$ cat config.mk
export PLATFORM = sky130hd
export DESIGN_NAME = beamformer_sequencer
export DESIGN_NICKNAME = d
export VERILOG_FILES = /design/src/rtl/beamformer_seq_pkg.sv /design/src/rtl/out_addr_tracker.sv /design/src/rtl/beamformer_sequencer.sv
export SDC_FILE = /design/constraint.sdc
export NUM_CORES = 1
export LEC_CHECK = 0
export BUFFER_PORTS_ARGS = -buffer_cell sky130_fd_sc_hd__buf_2
export CAP_MARGIN = 15
export CELL_PAD_IN_SITES_DETAIL_PLACEMENT = 1
export CELL_PAD_IN_SITES_GLOBAL_PLACEMENT = 1
export CORE_ASPECT_RATIO = 2
export CORE_UTILIZATION = 45
export DETAILED_ROUTE_END_ITERATION = 6
export HOLD_SLACK_MARGIN = 0.05
export PLACE_DENSITY = 0.84
export SLEW_MARGIN = 0
export SYNTH_ARGS = -nofsm -noshare
export SYNTH_HDL_FRONTEND = slang
export SYNTH_SLANG_ARGS = --single-unit
$ cat constraint.sdc
create_clock -name clk -period 5 [get_ports clk]
set_input_delay 1.25 -clock clk [delete_from_list [all_inputs] [get_ports clk]]
set_output_delay 1.25 -clock clk [all_outputs]
set_load 0.01 [all_outputs]
$ cat src/rtl/beamformer_seq_pkg.sv
// rtl/beamformer_seq_pkg.sv - shared types and default sizes for the beamformer run sequencer
//
// Contents:
//   seq_state_t          run controller states
//   DEF_*                default widths and run lengths used by the sequencer parameters
//   is_active()          true in the states where the beamformer is enabled
package beamformer_seq_pkg;

    typedef enum logic [2:0] {
        IDLE  = 3'd0,
        PRIME = 3'd1,
        RUN   = 3'd2,
        DRAIN = 3'd3,
        DONE  = 3'd4
    } seq_state_t;

    localparam int DEF_ADDR_W       = 11;
    localparam int DEF_IDX_W        = 16;
    localparam int DEF_NUM_SAMPLES  = 2048;
    localparam int DEF_DRAIN_CYCLES = 64;

    function automatic logic is_active(input seq_state_t s);
        return (s == RUN) || (s == DRAIN);
    endfunction

endpackage

$ cat src/rtl/out_addr_tracker.sv
// rtl/out_addr_tracker.sv - output RAM address/count tracking driven by beamformer data-valid pulses
//
// Ports:
//   clk, rst_n      clock, asynchronous active-low reset
//   clear           start of a new run: zero address, count, overflow
//   active          beamformer enabled this cycle (RUN/DRAIN, not aborting)
//   freeze          abort cycle: hold address and count
//   bf_data_good    beamformer output-valid strobe
//   wren            output RAM write enable
//   out_addr        output RAM address owned by the run
//   out_count       outputs written in this run
//   full            out_count has reached NUM_SAMPLES
//   overflow        sticky: a pulse arrived after the RAM was full
module out_addr_tracker #(
    parameter int ADDR_W      = 11,
    parameter int NUM_SAMPLES = 2048
) (
    input  logic              clk,
    input  logic              rst_n,
    input  logic              clear,
    input  logic              active,
    input  logic              freeze,
    input  logic              bf_data_good,
    output logic              wren,
    output logic [ADDR_W-1:0] out_addr,
    output logic [ADDR_W:0]   out_count,
    output logic              full,
    output logic              overflow
);

    localparam logic [ADDR_W:0] COUNT_FULL = (ADDR_W+1)'(NUM_SAMPLES);
    localparam logic [ADDR_W:0] COUNT_LAST = (ADDR_W+1)'(NUM_SAMPLES - 1);

    // Registered copy of the strobe, only remembered while the run owns it, so a
    // pulse straddling the DRAIN->DONE boundary is still counted but stray pulses
    // in IDLE/DONE never create a fall.
    logic dg_q;
    logic dg_fall;
    logic dg_rise;

    assign full    = (out_count == COUNT_FULL);
    assign wren    = bf_data_good & active & ~full;
    assign dg_fall = dg_q & ~bf_data_good & ~full & ~freeze;
    assign dg_rise = bf_data_good & ~dg_q & active;

    always_ff @(posedge clk or negedge rst_n) begin
        if (!rst_n) begin
            dg_q      <= 1'b0;
            out_addr  <= '0;
            out_count <= '0;
            overflow  <= 1'b0;
        end else if (clear) begin
            dg_q      <= 1'b0;
            out_addr  <= '0;
            out_count <= '0;
            overflow  <= 1'b0;
        end else begin
            dg_q <= bf_data_good & active;
            if (dg_fall) begin
                out_count <= out_count + 1'b1;
                // The last slot keeps its address so the final write stays visible.
                if (out_count < COUNT_LAST) begin
                    out_addr <= out_addr + 1'b1;
                end
            end
            if (dg_rise && full) begin
                overflow <= 1'b1;
            end
        end
    end

endmodule

$ cat src/rtl/beamformer_sequencer.sv
// rtl/beamformer_sequencer.sv - run controller and RAM address arbiter for the delay-and-sum beamformer
//
// Optional build macro: SEQ_WATCHDOG_EN adds a DRAIN watchdog and the sticky `timeout` output.
//
// Ports:
//   clk, rst_n                      clock, asynchronous active-low reset
//   start, abort                    run request / cancel (abort wins)
//   readinen, readin_address        host access to the input RAM address (IDLE/DONE only)
//   sumouten, sumout_address        host access to the output RAM address (IDLE/DONE only)
//   bf_data_good                    beamformer output-valid strobe
//   in_ram_addr                     input signal RAM address
//   bf_start, bf_index              beamformer enable and 1-based sample index
//   out_ram_addr, out_ram_wren      output signal RAM address and write enable
//   busy, done                      PRIME/RUN/DRAIN, DONE
//   out_count, overflow             outputs written, sticky write-past-end flag
//   timeout                         (SEQ_WATCHDOG_EN only) DRAIN watchdog expired
module beamformer_sequencer
    import beamformer_seq_pkg::*;
#(
    parameter int ADDR_W       = DEF_ADDR_W,
    parameter int IDX_W        = DEF_IDX_W,
    parameter int NUM_SAMPLES  = DEF_NUM_SAMPLES,
    parameter int DRAIN_CYCLES = DEF_DRAIN_CYCLES
) (
    input  logic              clk,
    input  logic              rst_n,
    input  logic              start,
    input  logic              abort,
    input  logic              readinen,
    input  logic [ADDR_W-1:0] readin_address,
    input  logic              sumouten,
    input  logic [ADDR_W-1:0] sumout_address,
    input  logic              bf_data_good,
    output logic [ADDR_W-1:0] in_ram_addr,
    output logic              bf_start,
    output logic [IDX_W-1:0]  bf_index,
    output logic [ADDR_W-1:0] out_ram_addr,
    output logic              out_ram_wren,
    output logic              busy,
    output logic              done,
    output logic [ADDR_W:0]   out_count,
    output logic              overflow
`ifdef SEQ_WATCHDOG_EN
    ,
    output logic              timeout
`endif
);

    localparam int                DRAIN_W    = $clog2(DRAIN_CYCLES + 1);
    localparam logic [ADDR_W-1:0] SEQ_LAST   = ADDR_W'(NUM_SAMPLES - 1);
    localparam logic [DRAIN_W-1:0] DRAIN_LAST = DRAIN_W'(DRAIN_CYCLES - 1);

    seq_state_t          state;
    seq_state_t          state_nxt;
    logic [ADDR_W-1:0]   seq_addr;
    logic [DRAIN_W-1:0]  drain_cnt;
    logic [ADDR_W-1:0]   out_addr;
    logic                start_accept;
    logic                host_sel;
    logic                drain_exit;
    logic                out_full;

`ifdef SEQ_WATCHDOG_EN
    logic [15:0] wd_cnt;
    logic        wd_dg_q;
    logic        wd_expired;

    assign wd_expired = (wd_cnt == 16'hFFFF);
    assign drain_exit = (drain_cnt == DRAIN_LAST) || wd_expired;

    always_ff @(posedge clk or negedge rst_n) begin
        if (!rst_n) begin
            wd_cnt  <= '0;
            wd_dg_q <= 1'b0;
            timeout <= 1'b0;
        end else begin
            wd_dg_q <= bf_data_good;
            if ((state != DRAIN) || (bf_data_good && !wd_dg_q)) begin
                wd_cnt <= '0;
            end else if (!wd_expired) begin
                wd_cnt <= wd_cnt + 1'b1;
            end
            if (start_accept) begin
                timeout <= 1'b0;
            end else if ((state == DRAIN) && wd_expired && !abort) begin
                timeout <= 1'b1;
            end
        end
    end
`else
    assign drain_exit = (drain_cnt == DRAIN_LAST);
`endif

    always_ff @(posedge clk or negedge rst_n) begin
        if (!rst_n) begin
            state <= IDLE;
        end else begin
            state <= state_nxt;
        end
    end

    always_comb begin
        state_nxt    = state;
        start_accept = 1'b0;
        bf_start     = 1'b0;
        busy         = 1'b0;
        done         = 1'b0;
        host_sel     = 1'b0;

        if (abort) begin
            state_nxt = IDLE;
        end else begin
            case (state)
                IDLE, DONE: begin
                    if (start) begin
                        state_nxt    = PRIME;
                        start_accept = 1'b1;
                    end
                end
                PRIME:   state_nxt = RUN;
                RUN:     if (seq_addr == SEQ_LAST) state_nxt = DRAIN;
                DRAIN:   if (drain_exit) state_nxt = DONE;
                default: state_nxt = IDLE;
            endcase
        end

        bf_start = is_active(state) && !abort;
        busy     = (state == PRIME) || is_active(state);
        done     = (state == DONE);
        host_sel = (state == IDLE) || (state == DONE);
    end

    // Run counters. bf_index advances on every edge that lands in RUN/DRAIN, so the
    // PRIME->RUN edge produces 1 and an abort (next state IDLE) freezes it.
    always_ff @(posedge clk or negedge rst_n) begin
        if (!rst_n) begin
            seq_addr  <= '0;
            bf_index  <= '0;
            drain_cnt <= '0;
        end else if (start_accept) begin
            seq_addr  <= '0;
            bf_index  <= '0;
            drain_cnt <= '0;
        end else begin
            if ((state == RUN) && !abort && (seq_addr != SEQ_LAST)) begin
                seq_addr <= seq_addr + 1'b1;
            end
            if (is_active(state_nxt)) begin
                bf_index <= bf_index + 1'b1;
            end
            drain_cnt <= (state == DRAIN) ? drain_cnt + 1'b1 : '0;
        end
    end

    out_addr_tracker #(
        .ADDR_W      (ADDR_W),
        .NUM_SAMPLES (NUM_SAMPLES)
    ) u_out_addr_tracker (
        .clk          (clk),
        .rst_n        (rst_n),
        .clear        (start_accept),
        .active       (bf_start),
        .freeze       (abort),
        .bf_data_good (bf_data_good),
        .wren         (out_ram_wren),
        .out_addr     (out_addr),
        .out_count    (out_count),
        .full         (out_full),
        .overflow     (overflow)
    );

    assign in_ram_addr  = (readinen && host_sel) ? readin_address : seq_addr;
    assign out_ram_addr = (sumouten && host_sel) ? sumout_address : out_addr;

endmodule

==> results of run 1 <==
registers in the layout (all words and copies together), names as in the netlist:
name and count:
bf_index 16, u_out_addr_tracker.out_count 12, seq_addr 11, u_out_addr_tracker.out_addr 11, drain_cnt 7, state 3
u_out_addr_tracker.dg_q 1, u_out_addr_tracker.overflow 1
power by group:
| part | internal (mW) | switching [mW] | total [mW] |
|---|---|---|---|
| clock network | 0.331 | 0.215 | 0.546 |
| registers | 0.514 | 0.0203 | 0.534 |
| logic | 0.0637 | 0.0851 | 0.149 |
placed cells by master (no fill, tap or decap), types with 2 or more instances in the layout:
master,synthesis,routed
clkbuf_1,15,4
nand3b_1,4,4
a21oi_1,19,19
o211ai_1,2,2
xor2_1,4,4
nand2_1,44,44
nor3_1,4,4
buf_2,10,83
dfrtp_1,62,62
buf_4,0,3
nand4_1,19,19
and2_1,7,7
nand2b_1,2,2
nand3_1,20,20
clkbuf_16,0,9
and4_1,3,3
nand4b_1,2,2
nor2b_1,2,2
or4_1,11,11
nor4_1,19,18
o31ai_1,13,13
and3_1,9,9
nor2_1,15,15
nor3_2,2,2
nor4_2,5,6
or2_2,24,24
mux2_2,22,22
clkinv_2,0,2
or3_1,6,6
ha_1,6,6
inv_1,10,10
mux2i_1,28,28
o21ai_0,7,7
and3b_1,2,2
synth_stat cells (2+ instances only):
cell	count	area (sq um)
nand3b_1	4	30.0
nand2_1	44	165
and3b_1	2	17.5
buf_2	10	50.1
or4_1	11	82.6
nand4b_1	2	17.5
nor3_1	4	20.0
or2_2	24	150
nor3_2	2	20.0
dfrtp_1	62	1550
or3_1	6	37.5
o211ai_1	2	15.0
nand4_1	19	119
and2_1	7	43.8
nor4_2	5	62.6
nor2b_1	2	12.5
o21ai_0	7	35.0
nand3_1	20	100
ha_1	6	75.1
and3_1	9	56.3
mux2_2	22	248
a21oi_1	19	95.1
nor2_1	15	56.3
and4_1	3	26.3
nand2b_1	2	12.5
inv_1	10	37.5
clkbuf_1	15	56.3
o31ai_1	13	97.6
xor2_1	4	35.0
mux2i_1	28	280
nor4_1	19	119
final cells by class:
| class | count | area [sq um] |
|---|---|---|
| multi-input cells | 313 | 2160 |
| flip-flops and latches | 62 | 1550 |
| repair buffers | 86 | 438 |
| clock inverters | 2 | 10.0 |
| inverters | 10 | 37.5 |
| clock buffers | 13 | 240 |
| fillers | 998 | 3740 |
| well taps | 98 | 123 |
worst min-delay path by stage:
stage	to	slack [ns]	cells past startpoint
finish	drain_cnt[0]$_DFF_PN0_	0.50	1
CTS	drain_cnt[0]$_DFF_PN0_	0.50	1
floorplan	drain_cnt[0]$_DFF_PN0_	0.45	1
global route	drain_cnt[0]$_DFF_PN0_	0.54	1
global placement	drain_cnt[0]$_DFF_PN0_	0.49	1
detailed placement	drain_cnt[0]$_DFF_PN0_	0.49	1
critical path: stages, from the launching register on:
cell	delay (ns)
dfrtp_1	0.59
nor4b_1	0.42
and4_1	0.80
nor2_1	0.09
buf_2	0.17
logic make-up (layout without fill, tap and decap cells):
logic type	Yosys count	in the layout	share of synthesized area [%]
buffers and inverters	36	111	3.84
DFF	62	62	40.3
and+or+nand+nor	206	206	31.7
muxes	50	50	13.7
xor gates and xnor gates	5	5	1.14
adders and majority gates	6	6	1.95
AOI/OAI and AO/OA	46	46	7.35
per-stage QoR:
stage	area (sq um)	total power, mW	hold WS (ns)	worst slack (ns)
2_1_floorplan	3850	0.626	0.455	1.66
3_3_place_gp	4310	0.685	0.491	1.50
3_5_place_dp	4310	0.692	0.487	1.46
4_1_cts	4560	1.24	0.495	1.31
5_1_grt	4560	1.28	0.545	1.17
6_report	4560	1.23	0.497	1.34
routing by layer:
metal	GRT usage [%]	vias to the layer above
li1	-	1659
met4	9.69	0
met3	5.09	20
met2	47.7	80
met5	0	-
met1	27.7	1816
==> summary.md, run 1 <==
| Metric | Value |
|---|---|
| Cells after Synth | between 400 and 500 |
| Post-synth design cell area | ~3800 sq um |
| Ys Warns | 0 |
| Avg WL per Cell | 18.6 um |
| CTS Buf Count | 9 |
| CP max FO | 23 |
| Met2 WL post-DR | roughly 6000 um |
| GRT Util Overall | between 20% and 30% |
| Status | finished, final reports clean |
| Synth cell types | 44 |
| # Post-CTS Setup Buffers | 0 |
| Core ar. | between 8000 and 9000 sq um |
| Final Slew Violations | 0 |
| CP endpoint kind | output pin |
| # hold bufs at CTS | 0 |
| RSZ-0062 raised after global routing | false |
| Maximum clock rate | between 0.2 and 0.3 GHz |
| Die Y | between 100 and 150 um |
| Share of cells above drive strength 1 | around a third |
| Worst setup path startpoint | u_out_addr_tracker.out_count[11]$_DFFE_PN0P_ |
| Initial Util | about 46% |
| CTS Buffer Depth | 2 |
| Peak supply drop | approximately 0.18 mV |
| Final ANT Viol Nets | 0 |
| Leakage | 2.08 nW |
| Syn Nets | around 450 |
| CTS clk-pin slew, worst paths | approximately 0.050 ns |
| IO Count | 84 |
| Worst Tran Pin Value | slightly below 1 ns |
| Final cell count without fillers | 584 |
| DR pass1 iterations | 4 |
| Post-Syn Area per Cell | ~9.4 sq um |
| Chip width | about 67 um |
| Post-route DRC | 0 |
| Root buf cell | clkbuf_16 |
| P&R area growth vs syn | 18.4% |
| Critical Path Sink | out_ram_wren |
| Met3 Routed Length | 347 um |
| Vias | 3575 |
| RR Endpoint | u_out_addr_tracker.out_addr[5]$_DFFE_PN0P_ |
| I/O Buffers | 83 |
| FFs w/ async S/R, synth | 100% |
| Fin crit period | around 3.7 ns |
| Util after Layout | a little over half |
| Layout Skew | around 0.0055 ns |
| Rows | 47 |
| R2R Setup Slk | approximately 2.5 ns |
| Fin. Hold Viols | 0 |
| FF-to-FF Start | state[0]$_DFF_PN0_ |
| Met1 WL | a little over 4000 um |
| CTS sink count | 62 |
| Worst setup path class | flop to output pin |
| Die area | just under 9000 sq um |
| PD cells | 270 nW/um^2 |
| Worst setup SP type | flop |
| Clk_lat worst skew | 0.33 ns |
| CP Data Required Time | ~3.8 ns |
| GR Overflow Total | 0 |
| TritonCTS clock tree | done |
| HPWL after DPL | approximately 7600 um |
| Register bit total from synthesis | 62 |
| Period utilization | 73.2% |
| Setup TNS | 0 ns |
| Highest routed layer | met4 |
| N_diodes | 0 |
| EDFF count, synth | 0 |
| Htree depth | 3 |
| Depth of the most critical reg-to-reg path | 5 |
| Synth Flop Type | dfrtp_1 |
| Post-Route WL | between 10000 and 15000 um |
| Seq/Total Area, Yosys | about two fifths |
| Vias in the first global route | ~3.7k |
| Layout Nets | 517 |
| Placed Cells | approximately 570 |
| Slew margin rel. | 34.3% |
| First-pass GRT wire length | 17700 um |
| Max-Cap Viols | 0 |
| Cts repair resizes | 0 |
| Largest net degree at the start of global routing | 48 |
| Hold Path Class | flop to flop |
| Avg Vias per Cell | approximately 6.1 |
| Arrival @ worst endpoint | approximately 2.4 ns |
| DRT iter0 DRCs | roughly 150 |
| Final setup vio count | 0 |
| Antenna violations before repair | 0 |
| Global placement routability congestion | between 0.8 and 0.9 |
| Hold Startpoint | drain_cnt[0]$_DFF_PN0_ |
Note: power is estimated with default switching activity, not from simulation.
==> inputs of run 2 (changes only) <==
--- a/config.mk
+++ b/config.mk
@@ -10,10 +10,10 @@
 export CELL_PAD_IN_SITES_DETAIL_PLACEMENT = 1
 export CELL_PAD_IN_SITES_GLOBAL_PLACEMENT = 1
 export CORE_ASPECT_RATIO = 2
-export CORE_UTILIZATION = 45
+export CORE_UTILIZATION = 41
 export DETAILED_ROUTE_END_ITERATION = 6
 export HOLD_SLACK_MARGIN = 0.05
-export PLACE_DENSITY = 0.84
+export PLACE_DENSITY = 0.78
 export SLEW_MARGIN = 0
 export SYNTH_ARGS = -nofsm -noshare
 export SYNTH_HDL_FRONTEND = slang
==> constraint.sdc (replaced) <==
create_clock -name clk -period 3.8 [get_ports clk]
set_input_delay 0.95 -clock clk [delete_from_list [all_inputs] [get_ports clk]]
set_output_delay 0.95 -clock clk [all_outputs]
set_load 0.01 [all_outputs]
==> summary.md, run 2 (same netlist as run 1, synthesis figures left out) <==
| Metric | Value |
|---|---|
| Status | finished with violations |
| Failing checks | design-rule violations |
| Period utilization | ~82% |
| Delay-heaviest family, CP | simple AND/OR/NAND/NOR gates |
| Cts repair resizes | 0 (unchanged) |
| Core ar. | 9070 sq um (+9.4%) |
| Maximum clock rate | between 0.3 and 0.4 GHz |
| CTS Buf Count | 9 (unchanged) |
| # Post-CTS Setup Buffers | 0 (unchanged) |
| CP endpoint kind | output pin |
| Final ANT Viol Nets | 0 (unchanged) |
| Most frequent cells in the layout | buf_2, dfrtp_1, nand2_1, mux2i_1, or2_2 |
| IO Count | 84 (unchanged) |
| Worst setup SP type | flop |
| Depth of the most critical reg-to-reg path | 5 (unchanged) |
| Most common cell after layout, fill and taps aside | buf_2 |
| Share of cells above drive strength 1 | 32.9% (+1.2 points) |
| Hold depth | 1 (unchanged) |
| I/O Buffers | 83 (unchanged) |
| CP Data Required Time | 2.85 ns (-0.90 ns) |
| Antenna violations before repair | 0 (unchanged) |
| P&R area growth vs syn | 20.1% |
| Gate power share | 11.7% (-0.4 points) |
| Clock power frac | 46.5% (+2.1 points) |
| DR pass1 iterations | 7 (+3) |
| CTS clk-pin slew, worst paths | 0.05 ns (about the same) |
| CP max FO | 11 (-52%) |
| Avg Vias per Cell | 5.89 (-3.8%) |
| CTS sink count | 62 (unchanged) |
| Global placement routability congestion | 0.805 (-1.8%) |
| CTS Buffer Depth | 2 (unchanged) |
| Largest reg by FF count | bf_index |
| Pre-CTS setup slack | 0.787 ns (-0.668 ns) |
| Top flop regs | bf_index: 16 flops, u_out_addr_tracker.out_count: 12 flops |
| Slew margin rel. | 32.7% (-1.6 points) |
| Initial Util | 42.4% (-4.0 points) |
| Avg WL per Cell | 18.4 um (-1.0%) |
| R2R Setup Slk | 1.64 ns (-0.90 ns) |
| GRT Util Overall | 23.7% (-2.3 points) |
| Final Cell Area | 4620 sq um (+1.4%) |
| Util after Layout | 50.9% (-4.0 points) |
| Placed Cells | 576 (+1.2%) |
| Die area | 9800 sq um (+9.5%) |
| Leakage | 2.11 nW (+1.6%) |
| PD cells | 364 nW/um^2 (+35%) |
| TritonCTS clock tree | done |
| Worst Tran Pin Value | 1.00 ns (+0.0241 ns) |
| Vias | 3488 (-2.4%) |
| Final cell count without fillers | 592 (+1.4%) |
| Final setup vio count | 0 (unchanged) |
| Peak supply drop | 0.301 mV (+65%) |
| Fin crit period | 3.12 ns |
| Seq pwr share | 41.8% (-1.6 points) |
| Max reg flops | 16 (unchanged) |
| Hold Path Class | flop to flop |
| Fillers | 1090 (+9.2%) |
| DRT iter0 DRCs | 195 (+28%) |
| Hold Crit Endpoint | drain_cnt[0]$_DFF_PN0_ |
| RSZ-0062 raised after global routing | false |
| Arrival @ worst endpoint | 2.17 ns (-0.24 ns) |
| Slowest stage delay, CP | 0.54 ns (-0.26 ns) |
| Setup TNS | 0 ns (unchanged) |
| P_int | 1.25 mW (+38%) |
| Worst setup margin | 0.675 ns (-0.664 ns) |
| Final Slew Violations | 0 (unchanged) |
| Worst setup path class | flop to output pin |
| Clk_lat worst skew | 0.33 ns (about the same) |
| Hold Startpoint | drain_cnt[0]$_DFF_PN0_ |
| First-pass GRT wire length | 18500 um (+4.5%) |
| Vias in the first global route | 3769 (+1.3%) |
| Worst-path cell chain | nor2_1 -> and2_1 -> mux2_2 -> buf_2 |
| Psw | 0.430 mW (+34%) |
| Chip width | 70.5 um (+4.6%) |
| FF-to-FF Start | seq_addr[0]$_DFFE_PN0P_ |
| Post-DP Area | 4330 sq um (+0.64%) |
| GR Overflow Total | 0 (unchanged) |
| Max-Cap Viols | 0 (unchanged) |
| # hold bufs at CTS | 0 (unchanged) |
| N_diodes | 0 (unchanged) |
| Post-Route WL | 10900 um (+0.32%) |
| Htree depth | 3 (unchanged) |
| Root buf cell | clkbuf_16 |
| Buf+Inv Stages, Crit Path | 1 (unchanged) |
| Layout Skew | 0.00481 ns (-0.000676 ns) |
| Largest net degree at the start of global routing | 37 (-23%) |
| HPWL after DPL | 7880 um (+3.3%) |
| RR Endpoint | seq_addr[2]$_DFFE_PN0P_ |
| Post-route DRC | 16 (+16) |
| Layout Nets | 520 (+0.58%) |
| Die Y | 139 um (+4.7%) |
| Sw frac | 25.5% (-0.56 points) |
| CP max-delay cell | and2_1 |
| Rows | 49 (+4.3%) |
| Fin. Hold Viols | 0 (unchanged) |
==> run 2: per-stage QoR <==
step / total power [mW] / hold WS [ns]
after floorplan: 0.824 / 0.455
after global placement: 0.904 / 0.472
after detailed placement: 0.916 / 0.482
after CTS: 1.71 / 0.489
after global routing: 1.75 / 0.505
final: 1.68 / 0.488
==> run 2: how the worst max path moves through the flow <==
stage,from,end,cells after the start
floorplan,abort,out_ram_wren,4
global placement,readinen,in_ram_addr[0],4
detailed placement,readinen,in_ram_addr[0],4
CTS,state[0]$_DFF_PN0_,in_ram_addr[0],4
global route,state[0]$_DFF_PN0_,in_ram_addr[0],4
finish,state[0]$_DFF_PN0_,in_ram_addr[0],4
==> run 2: final cells by class <==
class / count / area [sq um] / area share (%)
Clock buffer: 13 / 270 / 5.85
Clock inverter: 3 / 17.5 / 0.379
Inverter: 10 / 37.5 / 0.812
Multi-Input combinational cell: 313 / 2160 / 46.7
Sequential cell: 62 / 1550 / 33.6
Tap cell: 102 / 128 / 2.76
Timing Repair Buffer: 89 / 460 / 9.96
==> run 2: metal layers <==
| metal | wire, um | global-route usage [%] | vias up | share of wire (%) |
|---|---|---|---|---|
| met3 | 306 | 3.13 | 13 | 2.8 |
| met2 | 6030 | 43.7 | 69 | 55 |
| met1 | 4370 | 27.0 | 1750 | 40 |
| met4 | 172 | 8.92 | 0 | 1.6 |
| met5 | 0 | 0 | - | 0 |
| li1 | - | - | 1656 | - |
==> run 2: power groups by stage <==
stage,clock [mW],combinational (mW),sequential (mW)
finish,0.783,0.196,0.703
global route,0.827,0.218,0.705
CTS,0.801,0.201,0.703
detailed placement,0,0.201,0.715
global placement,0,0.192,0.713
floorplan,0,0.116,0.708
==> run 2: worst reg2reg max path, stage by stage, from the launching register on <==
cell and delay [ns]:
dfrtp_1 0.43, ha_1 0.32, nand4_1 0.14, nor3_2 0.78
o311ai_0 0.27, o31ai_1 0.12
==> inputs of run 3 (changes only) <==
==> constraint.sdc (replaced) <==
create_clock -name clk -period 3 [get_ports clk]
set_input_delay 0.75 -clock clk [delete_from_list [all_inputs] [get_ports clk]]
set_output_delay 0.75 -clock clk [all_outputs]
set_load 0.01 [all_outputs]
==> summary.md, run 3 (same netlist as run 1, synthesis figures left out) <==
| Metric | Value |
|---|---|
| Leakage | 2.13 nW (+0.55%) |
| N_diodes | 0 (unchanged) |
| RR Endpoint | bf_index[3]$_DFFE_PN0P_ |
| TritonCTS clock tree | done |
| Worst Tran Pin Value | 0.935 ns (-0.0689 ns) |
| I/O Buffers | 83 (unchanged) |
| Post-route DRC | 16 (unchanged) |
| Slew margin rel. | 37.2% (+4.5 points) |
| Maximum clock rate | 0.358 GHz |
| Share of cells above drive strength 1 | 33.7% (+0.88 points) |
| R2R Setup Slk | 0.91 ns (-0.73 ns) |
| GRT Util Overall | 23.4% (-0.28 points) |
| # Post-CTS Setup Buffers | 0 (unchanged) |
| Util after Layout | 51.3% (+0.37 points) |
| Post-DP Area | 4350 sq um (+0.35%) |
| Chip width | 70.5 um (unchanged) |
| DR pass1 iterations | 6 (-1) |
| Arrival @ worst endpoint | 2.04 ns (-0.13 ns) |
| FF-to-FF Start | state[0]$_DFF_PN0_ |
| Antenna violations before repair | 0 (unchanged) |
| Final Slew Violations | 0 (unchanged) |
| CTS Buffer Depth | 2 (unchanged) |
| Die area | 9800 sq um (unchanged) |
| PD cells | 470 nW/um^2 (+29%) |
| Avg WL per Cell | 18.1 um (-1.4%) |
| Period utilization | between 90% and 100% |
| Setup TNS | 0 ns (unchanged) |
| Fillers | 1075 (-1.4%) |
| Max-Cap Viols | 0 (unchanged) |
| CTS sink count | 62 (unchanged) |
| Fin. Hold Viols | 0 (unchanged) |
| Failing checks | design-rule violations |
| Post-Route WL | 10800 um (-1.1%) |
| Core ar. | 9070 sq um (unchanged) |
| Top flop regs | bf_index: 16 flops, u_out_addr_tracker.out_count: 12 flops |
| Status | finished with violations |
| CP Data Required Time | 2.25 ns (-0.60 ns) |
| Layout Skew | 0.00743 ns (+0.00262 ns) |
| CTS Buf Count | 9 (unchanged) |
| Rows | 49 (unchanged) |
| HPWL after DPL | 7810 um (-0.91%) |
| Final setup vio count | 0 (unchanged) |
| Max reg flops | 16 (unchanged) |
| RSZ-0062 raised after global routing | false |
| Root buf cell | clkbuf_16 |
| Fin crit period | 2.79 ns |
| Most frequent cells in the layout | buf_2, dfrtp_1, nand2_1, mux2i_1, or2_2 |
| CP endpoint kind | output pin |
| Largest reg by FF count | bf_index |
| P&R area growth vs syn | 20.9% |
| CTS clk-pin slew, worst paths | 0.06 ns (about the same) |
| Global placement routability congestion | 0.828 (+2.8%) |
| Vias | 3544 (+1.6%) |
| Clk_lat worst skew | 0.33 ns (about the same) |
| Worst setup path class | flop to output pin |
| IO Count | 84 (unchanged) |
| Initial Util | 42.4% (unchanged) |
| Depth of the most critical reg-to-reg path | 4 (-1) |
| Layout Nets | 522 (+0.38%) |
| Final ANT Viol Nets | 0 (unchanged) |
| Die Y | 139 um (unchanged) |
| Final Cell Area | 4650 sq um (+0.73%) |
| GR Overflow Total | 0 (unchanged) |
| CP max FO | 11 (unchanged) |
| First-pass GRT wire length | 18100 um (-2.0%) |
| Largest net degree at the start of global routing | 30 (-19%) |
| DRT iter0 DRCs | 160 (-18%) |
| Htree depth | 3 (unchanged) |
| Vias in the first global route | 3734 (-0.93%) |
| Avg Vias per Cell | 5.97 (+1.3%) |
| Worst setup SP type | flop |
| Peak supply drop | 0.467 mV (+55%) |
| Most common cell after layout, fill and taps aside | buf_2 |
| Hold Path Class | input pin to asynchronous set/reset pin |
==> run 3: cell count changes in the layout (fill, tap and decap cells not counted), sizes merged <==
cell	previous run	this run
buf	89	91
clkbuf	13	11
bufinv	0	1
clkinvlp	1	2
==> run 3: how the worst max path moves through the flow <==
| stage | slack, ns | start | end | cells past startpoint |
|---|---|---|---|---|
| after floorplan | 0.66 | abort | out_ram_wren | 4 |
| after global placement | 0.32 | state[0]$_DFF_PN0_ | in_ram_addr[0] | 4 |
| after detailed placement | 0.21 | state[0]$_DFF_PN0_ | in_ram_addr[0] | 4 |
| after CTS | 0.005 | state[0]$_DFF_PN0_ | in_ram_addr[0] | 4 |
| after global routing | 0.11 | state[1]$_DFF_PN0_ | in_ram_addr[1] | 4 |
| final | 0.21 | state[0]$_DFF_PN0_ | in_ram_addr[0] | 4 |
==> run 3: what timing repair did <==
item | CTS | global route
gates resized for setup | 2 | 1
hold buffers | 0 | 0
setup endpoints to repair | 22 | 22
==> run 3: where the power goes <==
group | leakage, nW | internal [mW] | total [mW] | switching [mW]
Sequential | 0.862 | 0.856 | 0.890 | 0.0345
Clock | 0.142 | 0.665 | 1.05 | 0.382
Combinational | 1.12 | 0.109 | 0.251 | 0.142
==> run 3: layout make-up <==
cell class	instances	area, sq um	area share (%)
multi-input combinational	313	2160	46.4
sequential	62	1550	33.3
timing repair buffer	91	475	10.2
clock buffer	11	243	5.22
tap	102	128	2.74
clock inverter	5	58.8	1.26
inverter	10	37.5	0.806
==> run 3: metrics by stage <==
step | worst slack (ns) | power (mW) | hold WS [ns] | std cells
floorplan | 0.662 | 1.04 | 0.454 | 411
finish | 0.210 | 2.19 | 0.464 | 594
global route | 0.113 | 2.27 | 0.516 | 594
CTS | 0.00480 | 2.22 | 0.489 | 594
global placement | 0.320 | 1.15 | 0.481 | 578
detailed placement | 0.214 | 1.16 | 0.495 | 578
==> run 3: metal layers <==
metal / up-vias / global-route usage (%) / routed length, um
met2: 77 / 44.1 / 6100
met5: - / 0 / 0
met1: 1780 / 24.3 / 4030
met4: 0 / 10.5 / 268
met3: 21 / 4.36 / 360
li1: 1666 / - / -
==> run 3: worst max-delay path: stages, from the launching register on <==
cell and delay [ns]:
dfrtp_1 0.45, nor2_2 0.34, and2_2 0.39, mux2_2 0.38
buf_2 0.15
